### config.mk
export PLATFORM = sky130hd
export DESIGN_NAME = feedback_pulse_driver
export DESIGN_NICKNAME = d
export VERILOG_FILES = /design/src/rtl/feedback_pulse_driver.sv
export SDC_FILE = /design/constraint.sdc
export NUM_CORES = 1
export LEC_CHECK = 0
export CAP_MARGIN = 20
export CORE_AREA = 5 5 66 68
export DETAILED_ROUTE_END_ITERATION = 6
export DIE_AREA = 0 0 71 73
export SLEW_MARGIN = 0
export SYNTH_ARGS = -nofsm -noshare
export SYNTH_HDL_FRONTEND = slang
export SYNTH_SLANG_ARGS = --single-unit
export TNS_END_PERCENT = 5
### constraint.sdc
create_clock -name clk -period 5 [get_ports clk]
set_clock_uncertainty 0.15 [all_clocks]
set_input_delay 1 -clock clk [delete_from_list [all_inputs] [get_ports clk]]
set_output_delay 1 -clock clk [all_outputs]
set_load 0.005 [all_outputs]
### src/rtl/feedback_pulse_driver.sv
// rtl/feedback_pulse_driver.sv - blink/beep driver producing N equal ON phases separated by OFF phases
module feedback_pulse_driver #(
    parameter int CNTR_WIDTH = 20,
    parameter int CNT_WIDTH  = 4
) (
    input  logic                 clk,
    input  logic                 rst_n,
    input  logic                 trig_pulse,
    input  logic [CNT_WIDTH-1:0] trig_count,
    input  logic                 abort,
    output logic                 out_level,
    output logic                 busy,
    output logic                 done_pulse,
    output logic                 overrun_pulse
);

    typedef enum logic [1:0] {
        S_IDLE = 2'd0,
        S_ON   = 2'd1,
        S_OFF  = 2'd2
    } state_t;

    localparam logic [CNTR_WIDTH-1:0] CNTR_ONE = CNTR_WIDTH'(1);
    localparam logic [CNT_WIDTH-1:0]  REM_ONE  = CNT_WIDTH'(1);

    state_t                r_state;
    state_t                w_state_nxt;
    logic [CNTR_WIDTH-1:0] r_cnt;
    logic [CNTR_WIDTH-1:0] w_cnt_nxt;
    logic [CNT_WIDTH-1:0]  r_rem;
    logic [CNT_WIDTH-1:0]  w_rem_nxt;
    logic                  r_out;
    logic                  w_out_nxt;
    logic                  r_busy;
    logic                  w_busy_nxt;
    logic                  r_done;
    logic                  w_done_nxt;
    logic                  r_ovr;
    logic                  w_ovr_nxt;
    logic                  w_phase_end;
    logic [CNT_WIDTH-1:0]  w_req_count;

    assign w_phase_end = (r_cnt == '1);
    // A zero-length request still gives one blink.
    assign w_req_count = (trig_count == '0) ? REM_ONE : trig_count;

    always_ff @(posedge clk or negedge rst_n) begin
        if (!rst_n) begin
            r_state <= S_IDLE;
            r_cnt   <= '0;
            r_rem   <= '0;
            r_out   <= 1'b0;
            r_busy  <= 1'b0;
            r_done  <= 1'b0;
            r_ovr   <= 1'b0;
        end else begin
            r_state <= w_state_nxt;
            r_cnt   <= w_cnt_nxt;
            r_rem   <= w_rem_nxt;
            r_out   <= w_out_nxt;
            r_busy  <= w_busy_nxt;
            r_done  <= w_done_nxt;
            r_ovr   <= w_ovr_nxt;
        end
    end

    always_comb begin
        w_state_nxt = r_state;
        w_cnt_nxt   = r_cnt;
        w_rem_nxt   = r_rem;
        w_out_nxt   = r_out;
        w_busy_nxt  = r_busy;
        w_done_nxt  = 1'b0;
        w_ovr_nxt   = 1'b0;

        if (abort) begin
            w_state_nxt = S_IDLE;
            w_cnt_nxt   = '0;
            w_rem_nxt   = '0;
            w_out_nxt   = 1'b0;
            w_busy_nxt  = 1'b0;
        end else begin
            case (r_state)
                S_IDLE: begin
                    if (trig_pulse) begin
                        w_state_nxt = S_ON;
                        w_cnt_nxt   = '0;
                        w_rem_nxt   = w_req_count;
                        w_out_nxt   = 1'b1;
                        w_busy_nxt  = 1'b1;
                    end
                end
                S_ON: begin
                    // Triggers are dropped even on the final edge of the request.
                    w_ovr_nxt = trig_pulse;
                    if (w_phase_end) begin
                        w_cnt_nxt = '0;
                        w_out_nxt = 1'b0;
                        if (r_rem <= REM_ONE) begin
                            w_state_nxt = S_IDLE;
                            w_rem_nxt   = '0;
                            w_busy_nxt  = 1'b0;
                            w_done_nxt  = 1'b1;
                        end else begin
                            w_state_nxt = S_OFF;
                            w_rem_nxt   = r_rem - REM_ONE;
                        end
                    end else begin
                        w_cnt_nxt = r_cnt + CNTR_ONE;
                    end
                end
                S_OFF: begin
                    w_ovr_nxt = trig_pulse;
                    if (w_phase_end) begin
                        w_state_nxt = S_ON;
                        w_cnt_nxt   = '0;
                        w_out_nxt   = 1'b1;
                    end else begin
                        w_cnt_nxt = r_cnt + CNTR_ONE;
                    end
                end
                default: begin
                    w_state_nxt = S_IDLE;
                    w_cnt_nxt   = '0;
                    w_rem_nxt   = '0;
                    w_out_nxt   = 1'b0;
                    w_busy_nxt  = 1'b0;
                end
            endcase
        end
    end

    assign out_level     = r_out;
    assign busy          = r_busy;
    assign done_pulse    = r_done;
    assign overrun_pulse = r_ovr;

endmodule

Word-level counts from Yosys, hierarchy flattened
Cells that the tools add are included.
{"block": "totals", "ff_bits": 30, "in_bits": 8, "out_inout_bits": 4, "elab_cells": 55}
{"block": "classes", "addsub": 2, "magnitude_cmp": 1, "n_eq_ne": 8, "n_mux": 31, "reduce_logical": 6}
{"cell": "$mux W20", "n": 3}
{"cell": "$pmux W20 S2", "n": 1}
{"cell": "$add A20 B1 Y20 const B", "n": 1}
{"cell": "$eq A20 B20 Y1 const B", "n": 1}
{"cell": "$mux W4", "n": 5}
{"cell": "$mux W1", "n": 13}
{"cell": "$ne A3 B3 Y1 const B", "n": 4}
{"cell": "$pmux W4 S3", "n": 1}
{"cell": "$mux W2", "n": 5}
{"cell": "$pmux W1 S3", "n": 2}
{"cell": "$pmux W2 S3", "n": 1}
{"cell": "$reduce_and A3 Y1", "n": 2}
{"cell": "$le A4 B1 Y1 const B", "n": 1}
{"cell": "$logic_not A4 Y1", "n": 1}
{"cell": "$reduce_and A4 Y1", "n": 1}
{"cell": "$sub A4 B1 Y4 const B", "n": 1}
{"cell": "$eq A2 B1 Y1 const B", "n": 1}
{"cell": "$eq A2 B2 Y1 const B", "n": 1}
{"cell": "$logic_not A2 Y1", "n": 1}
{"cell": "$ne A2 B2 Y1 const B", "n": 1}
{"cell": "$reduce_or A2 Y1", "n": 1}

Depth between registers and ports, before layout
{"block": "logic_depth", "depth_word": 5, "mapped_depth": 7, "mapped_depth_nobuf": 7}

Worst setup path before layout
No wires, ideal clock.
{"block": "synth_path", "path_type": "input to register", "start": "input trig_pulse", "end": "register r_cnt[9]", "setup_ns": 0.128, "arrival_time_ns": 1.969, "setup_slack_ns": 2.752, "cell_stages": 5, "path_cell_list": "nor3b_2 -> nor3_1 -> and4_1 -> xnor2_1 -> nor2_1"}
{"block": "synth_between", "elab_chain_cells": 1}
{"item": "start: declaration", "line": "8", "rtl": "input logic trig_pulse,"}
{"item": "$ne A3 B3 Y1 (no source line)"}
{"item": "end signal: assignment", "line": "58", "rtl": "r_cnt <= w_cnt_nxt;"}
{"item": "end: declaration", "line": "28", "rtl": "logic [CNTR_WIDTH-1:0] r_cnt;"}
Every way passes these cells.
A chain may end at the register's enable or synchronous reset.

Worst setup path in the final report
{"block": "layout_path", "start": "input abort", "end": "register r_cnt[9]"}
{"block": "layout_between", "elab_chain_cells": 1}
{"item": "start: declaration", "line": "10", "rtl": "input logic abort,"}
{"item": "$ne A3 B3 Y1 (no source line) / $mux W20 (equally long branches)"}
Several ways; a longest one is shown, not always the timed one.

==> results.json <==
{
  "crit_type": "input pin to flop",
  "clkLatencyLatePin_ps": 280,
  "layout_setup_ws_ps": 2020,
  "die_h_um": 73,
  "ctsHoldBuffers": 0,
  "hpwlAfterDp_mm": 2.59,
  "root_buffer": "clkbuf_8",
  "grt_pass1_wl_mm": 6.09,
  "cts_buffers": 5,
  "wl_per_cell_um": 14.4,
  "synth_cells": 177,
  "grt_pass1_vias": 1229,
  "seq_area_um2": 726,
  "hold_path.class": "flop to flop",
  "finalCritPeriodShare_pct": 59.6,
  "synthToLayoutAreaGrowth_pct": 17.2,
  "clk_pin_slew_ps": 70,
  "start_util_pct": 43.8,
  "grt-ovfl-total": 0,
  "fp-row-count": 23,
  "wirelength_mm": 3.55,
  "p_per_area_nw_per_um2": 408,
  "drive_above_1_share_pct": 9.64,
  "dpl_worst_slack_ps": 1730,
  "synth-edff-count": 0,
  "design.die.area_um2": 5180,
  "syn_nets": 192,
  "initialDrtViolationCount": 128,
  "synthArstFlopShare_pct": 100,
  "grt_max_degree": 30,
  "fillers": 376,
  "rsz0062_at_grt": "false",
  "synth.largest_area_cell": "dfrtp_1",
  "critPathLaunchType": "input pin",
  "yosysWarnings": 0,
  "p_leak_nw": 0.825,
  "route.antenna.remaining_nets": 0,
  "io_pins": 12,
  "dp.cells": 239,
  "outcome": "finished, final reports clean",
  "drc": 0,
  "core-area_um2": 3800,
  "gp_congestion": 0.809,
  "finalHoldViolCount": 0,
  "layout.nets": 211,
  "cp_max_fo": 18,
  "n_antenna_cell": 0,
  "syn_area_um2": 1660,
  "grt_use_total_pct": 15.1,
  "antenna_found_initial": 0,
  "final_max_slew_viol_count": 0,
  "fmax_ghz": 0.335,
  "timing.hold.ws_ps": 360,
  "endpoint_kind": "flop",
  "multi_input_area_um2": 911,
  "cts_sinks": 29,
  "synth.distinct_cells": 39,
  "io_buffers": 11,
  "synth.area.top_cells": "dfrtp_1 (44%), ha_1 (5.3%), o21ai_0 (4.5%)",
  "synth_top_cell_area_share_pct": 43.6,
  "synth_ff_type": "dfrtp_1",
  "synth_seq_cells": 29,
  "critPathArrivalTime_ps": 2990,
  "period_needed_ps": 2980,
  "die_x_um": 71,
  "required_ps": 5010,
  "cts-resized-gates": 0,
  "dr.pass1.iters": 4,
  "post_drt_via_cell_ratio": 5.53,
  "avgSynthCellArea_um2": 9.39,
  "synth_seq_area_share_pct": 43.6,
  "post_cts_buffers": 0,
  "cts_max_level": 2,
  "setup_tns_ps": 0,
  "stdcell_count": 247,
  "vias": 1367,
  "setup_viol_count_final": 0,
  "cap_violations": 0,
  "ir_worst_vdd_v": 0.000131,
  "worst_pin_slew_ps": 965,
  "maxSlewHeadroom_pct": 34.7,
  "ctsLongestPathBuffers": 2,
  "cts_tree": "done"
}
cell type report:
cell class	instances	share of cell area, %
multi-input cells	141	46.8
flip-flops and latches	29	37.3
repair buffers	13	6.42
clock buffers	7	4.95
well taps	50	3.21
inverters	6	1.16
clock inverters	1	0.257
worst max-delay path, stage by stage:
cell and delay [ps]:
clkdlybuf4s50_1 590, nor3b_2 70, buf_4 190, nor3_1 670, and4_1 300, xnor2_1 120, nor2_1 50
worst paths after layout:
path / start / endpoint / slack (ps) / cells after the start
worst max-delay path: abort / r_cnt[9]$_DFFE_PN0P_ / 2020 / 7
min in group asynchronous: rst_n / out_level$_DFFE_PN0P_ / 950 / 2
max in group asynchronous: rst_n / r_cnt[5]$_DFFE_PN0P_ / 3470 / 2
worst min-delay path: r_cnt[18]$_DFFE_PN0P_ / r_cnt[18]$_DFFE_PN0P_ / 360 / 1
worst min register to register: r_cnt[18]$_DFFE_PN0P_ / r_cnt[18]$_DFFE_PN0P_ / 360 / 1
worst max register to register: out_level$_DFFE_PN0P_ / r_cnt[9]$_DFFE_PN0P_ / 2460 / 8
cells by family (layout without fill, tap and decap cells):
kind of cell,after synthesis,after routing,synth area share [%]
DFF,29,29,43.6
buffers and inverters,7,27,1.58
and+or+nand+nor,81,81,27.5
muxes,1,1,0.602
adders and majority gates,7,7,5.27
AOI/OAI and AO/OA,44,44,17.2
xor gates and xnor gates,8,8,4.21
sequential cells by signal (all words and copies together) (netlist names):
signal and flops:
out_level 1, r_state 1, busy 1, r_rem 4, overrun_pulse 1, r_cnt 20
done_pulse 1
layout by cell type (no fill, tap or decap), types with 2 or more instances in the layout:
| master | instances |
|---|---|
| a21o_1 | 2 |
| nor3b_1 | 3 |
| o41ai_1 | 2 |
| clkdlybuf4s50_1 | 11 |
| nand2b_1 | 2 |
| o31ai_1 | 6 |
| dfrtp_1 | 29 |
| o211ai_1 | 2 |
| nor2b_1 | 5 |
| a31oi_1 | 3 |
| xor2_1 | 5 |
| nand3_1 | 12 |
| nor2_2 | 2 |
| and3_1 | 4 |
| nand4_1 | 3 |
| a31oi_2 | 2 |
| nor2_1 | 15 |
| inv_1 | 6 |
| o311ai_1 | 2 |
| nor3_1 | 3 |
| buf_4 | 2 |
| a21oi_1 | 7 |
| nand2_1 | 16 |
| and2_1 | 2 |
| and4_1 | 3 |
| clkbuf_8 | 7 |
| or3_1 | 4 |
| xnor2_1 | 3 |
| o21ai_0 | 15 |
| ha_1 | 7 |
metrics by stage:
stage / power (mW) / instance area, um^2 / utilization, %
floorplan: 0.493 / 1660 / -
detailed placement: 0.583 / 1850 / 48.6
finish: 0.794 / 1950 / 51.3
CTS: 0.803 / 1950 / 51.3
global placement: 0.577 / 1850 / 48.6
global route: 0.853 / 1950 / 51.3
per-layer routing:
metal | part of all wire, % | wire, um | GRT usage (%) | vias to the layer above
li1 | - | - | - | 688
met1 | 48 | 1700 | 21.0 | 640
met2 | 46 | 1640 | 22.0 | 34
met3 | 4.8 | 169 | 5.37 | 5
met4 | 1.1 | 40 | 4.38 | 0
met5 | 0 | 0 | 0 | -
Yosys cell counts, drive strengths merged (2+ instances only):
master	count
and3	4
a31oi	5
dfrtp	29
ha	7
nand4	4
nand2	17
xnor2	3
o21ai	15
a21oi	7
nand3	12
o311ai	2
nor2b	5
and4	3
a21o	2
or3	4
o41ai	2
nor2	17
nor3b	4
o211ai	2
and2	2
xor2	5
inv	6
nand2b	2
nor3	3
o31ai	6
nor4	3
report_power, final:
group | internal (mW) | switching [mW] | leakage (nW) | total, mW
clock | 0.124 | 0.0897 | 0.0542 | 0.214
combinational | 0.118 | 0.166 | 0.374 | 0.284
sequential | 0.267 | 0.0295 | 0.397 | 0.296
Power figures use the tool's default switching activity.
